### src/rtl/bomber_pkg.sv
// Shared types and constants for the player movement block.
package bomber_pkg;

  typedef enum logic [1:0] {DIR_UP, DIR_DOWN, DIR_LEFT, DIR_RIGHT} dir_t;
  typedef enum logic [1:0] {ST_IDLE, ST_QUERY, ST_MOVE} state_t;

  localparam int TILE_SIZE = 32;

  localparam logic [2:0] SPR_IDLE  = 3'd0;
  localparam logic [2:0] SPR_DOWN  = 3'd1;
  localparam logic [2:0] SPR_UP    = 3'd3;
  localparam logic [2:0] SPR_LEFT  = 3'd5;
  localparam logic [2:0] SPR_RIGHT = 3'd6;

endpackage

### src/rtl/sprite_anim.sv
// Walk-animation sequencer: frame counter plus phase bit, decoded to a sprite index.
module sprite_anim
  import bomber_pkg::*;
#(
  parameter int ANIM_FRAMES = 8
) (
  input  logic       clk,
  input  logic       reset_n,
  input  logic       frame_tick,
  input  logic       moving,
  input  dir_t       dir,
  output logic [2:0] sprite_num
);

  localparam logic [7:0] LAST_FRAME = 8'(ANIM_FRAMES - 1);

  logic [7:0] cnt_q, cnt_d;
  logic       phase_q, phase_d;

  // Count MOVE frame ticks; toggle phase each ANIM_FRAMES ticks; clear outside MOVE.
  always_comb begin
    cnt_d   = cnt_q;
    phase_d = phase_q;
    if (!moving) begin
      cnt_d   = 8'd0;
      phase_d = 1'b0;
    end else if (frame_tick) begin
      if (cnt_q == LAST_FRAME) begin
        cnt_d   = 8'd0;
        phase_d = ~phase_q;
      end else begin
        cnt_d = cnt_q + 8'd1;
      end
    end
  end

  // Counter and phase registers.
  always_ff @(posedge clk or negedge reset_n) begin
    if (!reset_n) begin
      cnt_q   <= 8'd0;
      phase_q <= 1'b0;
    end else begin
      cnt_q   <= cnt_d;
      phase_q <= phase_d;
    end
  end

  // Sprite index is a pure decode of flops, so it only changes on clock edges.
  always_comb begin
    sprite_num = SPR_IDLE;
    if (moving) begin
      case (dir)
        DIR_DOWN:  sprite_num = SPR_DOWN + {2'b00, phase_q};
        DIR_UP:    sprite_num = SPR_UP + {2'b00, phase_q};
        DIR_LEFT:  sprite_num = SPR_LEFT;
        DIR_RIGHT: sprite_num = SPR_RIGHT;
        default:   sprite_num = SPR_IDLE;
      endcase
    end
  end

endmodule

### src/rtl/player_move.sv
// Tile-based player movement: samples buttons per frame, queries the map,
// then walks the sprite one tile at SPEED pixels per frame.
// Handshake: req rises with req_tx/req_ty and all three hold until the
// single-cycle ack; free is only looked at in the ack cycle.
module player_move
  import bomber_pkg::*;
#(
  parameter logic [9:0] MAP_X0      = 10'd64,
  parameter logic [9:0] MAP_Y0      = 10'd32,
  parameter logic [4:0] MAP_W       = 5'd15,
  parameter logic [3:0] MAP_H       = 4'd13,
  parameter logic [4:0] START_TX    = 5'd0,
  parameter logic [3:0] START_TY    = 4'd0,
  parameter int         SPEED       = 2,
  parameter int         ANIM_FRAMES = 8
) (
  input  logic       clk,
  input  logic       reset_n,
  input  logic       frame_tick,
  input  logic       btn_up,
  input  logic       btn_down,
  input  logic       btn_left,
  input  logic       btn_right,
  output logic       req,
  output logic [4:0] req_tx,
  output logic [3:0] req_ty,
  input  logic       ack,
  input  logic       free,
  output logic [9:0] player_x,
  output logic [9:0] player_y,
  output logic [4:0] tile_x,
  output logic [3:0] tile_y,
  output logic [2:0] sprite_num,
  output logic       moving,
  output state_t     state_dbg
);

  localparam logic [9:0] PX_RST = 10'(MAP_X0 + TILE_SIZE * START_TX);
  localparam logic [9:0] PY_RST = 10'(MAP_Y0 + TILE_SIZE * START_TY);
  localparam logic [9:0] SPD10  = 10'(SPEED);
  localparam logic [5:0] SPD6   = 6'(SPEED);
  localparam logic [5:0] STEP   = 6'(TILE_SIZE);

  state_t     state_q, state_d;
  dir_t       dir_q, dir_d;
  logic       req_q, req_d;
  logic [4:0] req_tx_q, req_tx_d;
  logic [3:0] req_ty_q, req_ty_d;
  logic [4:0] tile_x_q, tile_x_d;
  logic [3:0] tile_y_q, tile_y_d;
  logic [9:0] px_q, px_d;
  logic [9:0] py_q, py_d;
  logic [5:0] step_q, step_d;
  logic       moving_q, moving_d;

  dir_t       sel_dir;
  logic       tgt_ok;
  logic [4:0] tgt_tx;
  logic [3:0] tgt_ty;
  logic [5:0] step_sum;

  // Pick the highest-priority held direction and bounds-check its target tile.
  always_comb begin
    sel_dir = DIR_RIGHT;
    if (btn_up)        sel_dir = DIR_UP;
    else if (btn_down) sel_dir = DIR_DOWN;
    else if (btn_left) sel_dir = DIR_LEFT;
    tgt_tx = tile_x_q;
    tgt_ty = tile_y_q;
    tgt_ok = 1'b0;
    case (sel_dir)
      DIR_UP: begin
        tgt_ok = (tile_y_q != 4'd0);
        tgt_ty = tile_y_q - 4'd1;
      end
      DIR_DOWN: begin
        tgt_ok = (({1'b0, tile_y_q} + 5'd1) < {1'b0, MAP_H});
        tgt_ty = tile_y_q + 4'd1;
      end
      DIR_LEFT: begin
        tgt_ok = (tile_x_q != 5'd0);
        tgt_tx = tile_x_q - 5'd1;
      end
      DIR_RIGHT: begin
        tgt_ok = (({1'b0, tile_x_q} + 6'd1) < {1'b0, MAP_W});
        tgt_tx = tile_x_q + 5'd1;
      end
      default: tgt_ok = 1'b0;
    endcase
    tgt_ok = tgt_ok & (btn_up | btn_down | btn_left | btn_right);
  end

  // Next-state and registered-output logic for IDLE / QUERY / MOVE.
  always_comb begin
    state_d  = state_q;
    dir_d    = dir_q;
    req_d    = req_q;
    req_tx_d = req_tx_q;
    req_ty_d = req_ty_q;
    tile_x_d = tile_x_q;
    tile_y_d = tile_y_q;
    px_d     = px_q;
    py_d     = py_q;
    step_d   = step_q;
    moving_d = moving_q;
    step_sum = step_q + SPD6;
    case (state_q)
      ST_IDLE: begin
        if (frame_tick && tgt_ok) begin
          state_d  = ST_QUERY;
          dir_d    = sel_dir;
          req_d    = 1'b1;
          req_tx_d = tgt_tx;
          req_ty_d = tgt_ty;
        end
      end
      ST_QUERY: begin
        // A frame tick coinciding with ack is deliberately not used for motion.
        if (ack) begin
          req_d  = 1'b0;
          step_d = 6'd0;
          if (free) begin
            state_d  = ST_MOVE;
            moving_d = 1'b1;
          end else begin
            state_d = ST_IDLE;
          end
        end
      end
      ST_MOVE: begin
        if (frame_tick) begin
          case (dir_q)
            DIR_UP:    py_d = py_q - SPD10;
            DIR_DOWN:  py_d = py_q + SPD10;
            DIR_LEFT:  px_d = px_q - SPD10;
            DIR_RIGHT: px_d = px_q + SPD10;
            default:   px_d = px_q;
          endcase
          if (step_sum == STEP) begin
            step_d   = 6'd0;
            tile_x_d = req_tx_q;
            tile_y_d = req_ty_q;
            state_d  = ST_IDLE;
            moving_d = 1'b0;
          end else begin
            step_d = step_sum;
          end
        end
      end
      default: state_d = ST_IDLE;
    endcase
  end

  // State and output registers; reset may land mid-query or mid-move.
  always_ff @(posedge clk or negedge reset_n) begin
    if (!reset_n) begin
      state_q  <= ST_IDLE;
      dir_q    <= DIR_UP;
      req_q    <= 1'b0;
      req_tx_q <= START_TX;
      req_ty_q <= START_TY;
      tile_x_q <= START_TX;
      tile_y_q <= START_TY;
      px_q     <= PX_RST;
      py_q     <= PY_RST;
      step_q   <= 6'd0;
      moving_q <= 1'b0;
    end else begin
      state_q  <= state_d;
      dir_q    <= dir_d;
      req_q    <= req_d;
      req_tx_q <= req_tx_d;
      req_ty_q <= req_ty_d;
      tile_x_q <= tile_x_d;
      tile_y_q <= tile_y_d;
      px_q     <= px_d;
      py_q     <= py_d;
      step_q   <= step_d;
      moving_q <= moving_d;
    end
  end

  sprite_anim #(
    .ANIM_FRAMES(ANIM_FRAMES)
  ) u_anim (
    .clk       (clk),
    .reset_n   (reset_n),
    .frame_tick(frame_tick),
    .moving    (moving_q),
    .dir       (dir_q),
    .sprite_num(sprite_num)
  );

  assign req       = req_q;
  assign req_tx    = req_tx_q;
  assign req_ty    = req_ty_q;
  assign tile_x    = tile_x_q;
  assign tile_y    = tile_y_q;
  assign player_x  = px_q;
  assign player_y  = py_q;
  assign moving    = moving_q;
  assign state_dbg = state_q;

endmodule

### config.mk
export PLATFORM = sky130hd
export DESIGN_NAME = player_move
export DESIGN_NICKNAME = d
export VERILOG_FILES = /design/src/rtl/bomber_pkg.sv /design/src/rtl/sprite_anim.sv /design/src/rtl/player_move.sv
export SDC_FILE = /design/constraint.sdc
export NUM_CORES = 1
export LEC_CHECK = 0
export CORE_MARGIN = 2
export CORE_UTILIZATION = 49
export CTS_CLUSTER_DIAMETER = 120
export DETAILED_ROUTE_END_ITERATION = 6
export PLACE_DENSITY = 0.76
export RECOVER_POWER = 50
export SLEW_MARGIN = 20
export SYNTH_ARGS = -nofsm -noshare
export SYNTH_HDL_FRONTEND = slang
export SYNTH_SLANG_ARGS = --single-unit
### constraint.sdc
create_clock -name clk -period 2.4 [get_ports clk]
set_input_delay 0.24 -clock clk [delete_from_list [all_inputs] [get_ports clk]]
set_output_delay 0.24 -clock clk [all_outputs]
set_load 0.05 [all_outputs]
=== After elaboration in Yosys (flattened, before gate mapping) ===
Cells that the tools add are included.

* Register bits: 59
* Bits of input ports: 9
* Output and inout bits: 45
* Logic and storage cells: 104

* $add $sub $neg: 14
* Order comparisons: 2
* Eq/ne operators: 17
* Mux-type cells: 34
* Bitwise gates (word level): 5
* Reductions and logical operators: 19

{| class="wikitable"
|+ Operators by type and width
! cell !! count
|-
| $pmux 10 s2 || 2
|-
| $mux 8 || 3
|-
| $add 10x2->10 const B || 2
|-
| $sub 10x2->10 const B || 2
|-
| $mux 6 || 3
|-
| $reduce_and 3->1 || 5
|-
| $mux 2 || 7
|-
| $ne 2x2->1 const B || 6
|-
| $pmux 3 s4 || 1
|-
| $pmux 6 s2 || 1
|-
| $eq 2x2->1 const B || 5
|-
| $mux 1 || 10
|-
| $pmux 5 s2 || 1
|-
| $add 8x1->8 const B || 1
|-
| $eq 8x3->1 const B || 1
|-
| $pmux 4 s2 || 1
|-
| $reduce_bool 2->1 || 4
|-
| $add 5x1->6 const B || 1
|-
| $add 6x2->6 const B || 1
|-
| $eq 2x1->1 const B || 3
|-
| $eq 6x6->1 const B || 1
|-
| $logic_not 2->1 || 3
|-
| $lt 6x4->1 const B || 1
|-
| $pmux 2 s3 || 1
|-
| other kinds (21) || 25
|}

=== Longest topological paths before layout ===
* Depth after elaboration: 9
* Mapped depth: 10
* Gate-level depth less buffers: 9

=== Cells and area by module ===
From an unflattened synthesis, not the netlist that was laid out.

* Cells, all modules: 378
* Area, all modules: 3602.2 µm²

{| class="wikitable"
|+ Modules (own cells, without submodules)
! module !! instances !! cells each !! area each (µm²) !! sequential area each (µm²)
|-
| player_move || 1 || 318 || 3083.0 || 1178.6
|-
| sprite_anim || 1 || 60 || 519.2 || 225.2
|}

=== Worst setup path after synthesis ===
Ideal clock, no wire load.

* Path type: reg-to-reg
* Start: register tile_y_q[0], in the netlist tile_y[0]
* End: register dir_q[1]
* Setup time: 0.125 ns
* Arrival: 2.256 ns
* Data required time: 2.275 ns
* Slack: 0.019 ns
* Cell stages (with the launch flop): 9
* Clock period less this slack: 2.381 ns
* Path through: dfrtp_1 -> inv_1 -> ha_1 -> nand2b_1 -> a311oi_1 -> a31oi_1 -> o21ai_2 -> buf_12 -> mux2_4

* Cells in the longest elaborated chain, start to end: 6
* Elaborated cells between the ends (all ways): 7
* Those cells by class: 1 x add/sub; 1 x order compare; 1 x mux; 1 x bitwise; 3 x reduce/logical

{| class="wikitable"
|+ RTL lines
! element !! RTL line !! RTL
|-
| start: declaration || player_move.sv:50 || <nowiki>logic [3:0] tile_y_q, tile_y_d;</nowiki>
|-
| start signal: assignment || player_move.sv:175 || <nowiki>tile_y_q <= tile_y_d;</nowiki>
|-
| $add 4x1->5 || player_move.sv:77 || <nowiki>tgt_ok = (({1'b0, tile_y_q} + 5'd1) < {1'b0, MAP_H});</nowiki>
|-
| $lt 5x4->1 || player_move.sv:77 ||
|-
| $pmux 1 s4 (*) || player_move.sv:71 || <nowiki>case (sel_dir)</nowiki>
|-
| $and 1x1->1 (*) || player_move.sv:90 || <nowiki>tgt_ok = tgt_ok & (btn_up | btn_down | btn_left | btn_right);</nowiki>
|-
| $logic_and 1x1->1 (*) || player_move.sv:109 || <nowiki>if (frame_tick && tgt_ok) begin</nowiki>
|-
| $reduce_and 2->1 (no line) (*) || n/a ||
|-
| end signal: assignment || player_move.sv:170 || <nowiki>dir_q <= dir_d;</nowiki>
|-
| end: declaration || player_move.sv:45 || <nowiki>dir_t dir_q, dir_d;</nowiki>
|}

Mark *: on every way between the ends. The rest lies on a longest branch, timed or not.
A chain may end at the register's enable or synchronous reset.

=== Final worst setup path ===
* Start: register dir_q[0]
* End: output port sprite_num[2]

* Cells in the longest elaborated chain, start to end: 3
* Elaborated cells between the ends (all ways): 6
* Those cells by class: 3 x eq/ne; 2 x mux; 1 x reduce/logical

{| class="wikitable"
|+ RTL lines
! element !! RTL line !! RTL
|-
| $eq 2x2->1, or another cell as far along || sprite_anim.sv:52 || <nowiki>case (dir)</nowiki>
|-
| $pmux 3 s4 (*) || sprite_anim.sv:52 ||
|-
| $mux 3 (*) || sprite_anim.sv:51 || <nowiki>if (moving) begin</nowiki>
|-
| end: declaration || player_move.sv:33 || <nowiki>output logic [2:0] sprite_num,</nowiki>
|}

Marked as above.

==> flow_summary_export.csv <==
group,metric,value,unit
logic_synthesis,syn_inst,368,
floorplan,fp.dieW,89.28,um
logic_synthesis,yosys_warnings,0,
final_layout,area_growth,23.42,%
critical_path,crit_chain,"buf_4 > inv_1 > a21oi_1 > nor2_1 > clkdlybuf4s50_1",
final_layout,antenna_cells,0,
critical_path,r2r_cells,7,
floorplan,start_util,0.4993,
logic_synthesis,synth-seq-cells,56,
final_layout,layout_common_cells,"54 x dfrtp_1, 47 x clkdlybuf4s50_1, 40 x nand2_1",
critical_path,slowest_stage,"clkdlybuf4s50_1",
status,violations,"capacitance limit, slew limit",
critical_path,endpoint,"sprite_num[2]",
placement,hpwl,5.724,mm
logic_synthesis,synth_edf_count,0,
sta,fin_crit_sh,0.9311,
grt,antenna_found_initial,0,
drt,via_per_inst,5.451,
grt,grt-ovfl-total,0,
sta,rsz0062_at_grt,"no",
run,cap_viol_max_count,1,
clocking,post_cts_buffers,0,
drt,drcViolationCount,0,
clocking,cts_made_buffers,5,
critical_path,critPathKind,"register to primary output",
status,status,"finished, violations left",
sta,min_period,2.235,ns
final_layout,drive_gt1_frac,0.1327,
floorplan,coreArea,0.007137,mm2
clocking,clockRootBuffer,"clkbuf_8",
clocking,clock_latency,0.31,ns
placement,portBuffers,51,
critical_path,crit_required,2.16,ns
sta,finalSetupViolations,0,
clocking,htreeDepth,2,
grt,grt_max_degree,30,
critical_path,endpoint_kind,"primary output",
clocking,clkSinkCount,56,
sta,relSlewSlack,-0.07637,
floorplan,io-pin-count,54,
sta,fmax,447.5,MHz
final_layout,fin_util,0.6162,
clocking,path_clk_slew,0.10,ns
placement,place.gp.congestion,0.8352,
critical_path,cp-startpoint,"dir_q[0]$_DFFE_PN0P_",
logic_synthesis,yosysSeqAreaShare,0.3940,
critical_path,r2r_start,"dir_q[1]$_DFFE_PN0P_",
floorplan,die_h,89.28,um
clocking,cts_tree,"done",
drt,wl_per_cell,14.05,um
clocking,clk_path_buf_depth,2,
floorplan,die-area,0.007970,mm2
hold_path,hold_class,"register to register",
sta,skew,0.006138,ns
drt,drtIter0Drc,139,
grt,grt_usage,0.2012,
grt,grt_pass1_vias,2865,
critical_path,r2r_slack,0.19,ns
logic_synthesis,async_reset_ff_frac,1.000,
critical_path,cp_max_fo,13,
logic_synthesis,ys_types,52,
drt,antenna_left,0,
final_layout,final_common_cell,"dfrtp_1",
logic_synthesis,avgSynthCellArea,9.683,um2
sta,drv_slew,28,
sta,finalHoldViolCount,0,
critical_path,critPathMaxStageDelay,0.81,ns
floorplan,num_rows,31,
critical_path,cp.arrival,1.99,ns
final_layout,nNetsFinal,472,
sta,tightestPinTransition,1.615,ns
drt,first_pass_iters,4,
drt,routed_wl,7.533,mm
critical_path,reg2reg_to,"player_y[9]$_DFFE_PN0P_",
drt,vias,2922,
logic_synthesis,ys.flop_type,"dfrtp_1",
logic_synthesis,syn_area,0.003563,mm2
grt,grt_pass1_wl,12.85,mm
critical_path,start_kind,"register",
-- Yosys cell counts (2+ instances only) --
master    count  area (um2)
o21a_1        4       30.03
buf_4         2       15.01
nand2b_1      9       56.30
o21ai_0      32       160.2
xnor2_1      12       105.1
dfrtp_1      54        1351
o41ai_1       2       17.52
buf_2         2       10.01
fa_1          4       80.08
mux2_4        8       120.1
ha_1         23       287.8
or3_1         3       18.77
nand3_1      10       50.05
mux2i_1       4       40.04
nor2_1       19       71.32
clkbuf_1      6       22.52
nor4b_1       2       17.52
o211ai_1      2       15.01
o31ai_1       7       52.55
and3b_1       2       17.52
a31oi_1       5       31.28
o22ai_1       3       18.77
o221ai_1      2       17.52
xor2_1       14       122.6
o32ai_1       2       17.52
a21o_1        3       22.52
nor3b_1       3       22.52
or2_2         2       12.51
mux2_2       12       135.1
inv_1        16       60.06
nand4_1       4       25.02
nor3_1       10       50.05
nor2b_1       6       37.54
dfstp_2       2       52.55
nand2_1      40       150.1
a21oi_1      20       100.1
a22o_1        2       17.52
-- area by class of cell --
cell class	count	area, um2
clock inverter	2	35.03
tap	99	123.9
timing repair buffer	72	660.6
inverter	16	60.06
multi-input combinational	285	2042
fill	626	2739
sequential	56	1404
clock buffer	6	72.57
-- per-layer routing --
| metal | routed length, um | part of all wire | global-route usage |
|---|---|---|---|
| met4 | 91 | 0.012 | 0.05156 |
| met1 | 3485 | 0.46 | 0.2686 |
| met2 | 3649 | 0.48 | 0.3407 |
| met3 | 306 | 0.041 | 0.03416 |
| met5 | 0 | 0 | 0 |
-- flip-flops by register name (all words and copies together) (netlist names) --
signal          count
req_tx              5
step_q              5
u_anim.cnt_q        8
tile_x              5
player_y            9
moving              1
u_anim.phase_q      1
dir_q               2
state_dbg           2
req                 1
tile_y              4
req_ty              4
player_x            9
-- how the worst min path moves through the flow --
stage                     slack (ns)                       to  cells after the start                     from
final                           0.49  player_x[6]$_DFFE_PN1P_                      2  player_x[6]$_DFFE_PN1P_
after global routing            0.54  player_x[9]$_DFFE_PN0P_                      1  player_x[9]$_DFFE_PN0P_
after CTS                       0.49  player_x[6]$_DFFE_PN1P_                      2  player_x[6]$_DFFE_PN1P_
after detailed placement        0.32  player_y[4]$_DFFE_PN0P_                      1                  reset_n
after global placement          0.31  player_y[4]$_DFFE_PN0P_                      1                  reset_n
after floorplan                -0.06     dir_q[0]$_DFFE_PN0P_                      0                  reset_n
-- worst max-delay path, delay by kind of cell (launching register included) --
kind | cells | cell delay (ns)
buf+inv | 3 | 1.11
compound gates | 1 | 0.07
simple gates | 1 | 0.09
flops | 1 | 0.41
-- logic make-up (layout without fill, tap and decap cells) --
group / after synthesis / after routing / synth area share
and+or+nand+nor: 115 / 115 / 0.1598
AOI/OAI and AO/OA: 91 / 91 / 0.1584
DFF: 56 / 56 / 0.3940
buffers and inverters: 28 / 96 / 0.03687
adders and majority gates: 27 / 27 / 0.1032
xor gates and xnor gates: 26 / 26 / 0.06390
muxes: 24 / 24 / 0.08287
other: 1 / 2 / 0.001052
-- through the flow --
| step | std cells | setup TNS, ns | hold slack (ns) | instance area, um2 | worst slack [ns] |
|---|---|---|---|---|---|
| after floorplan | 369 | 0 | -0.05559 | 3567 | 0.01874 |
| after global placement | 527 | -0.03634 | 0.3056 | 4283 | -0.01948 |
| after detailed placement | 527 | -0.5211 | 0.3193 | 4283 | -0.1564 |
| after CTS | 536 | 0 | 0.4918 | 4400 | 0.09662 |
| after global routing | 536 | 0 | 0.5353 | 4398 | 0.02162 |
| final | 536 | 0 | 0.4892 | 4398 | 0.1654 |
-- timing repair --
action / 4_1_cts / 5_1_grt
hold buffers: 1 / 0
setup endpoints to repair: 0 / 2
gates resized for setup: 0 / 2
endpoints found under the hold margin: 26 / 0
Power is left out: the tool's default activity adds up to more than one toggle a clock period on the data nets, which glitch-free logic cannot reach.
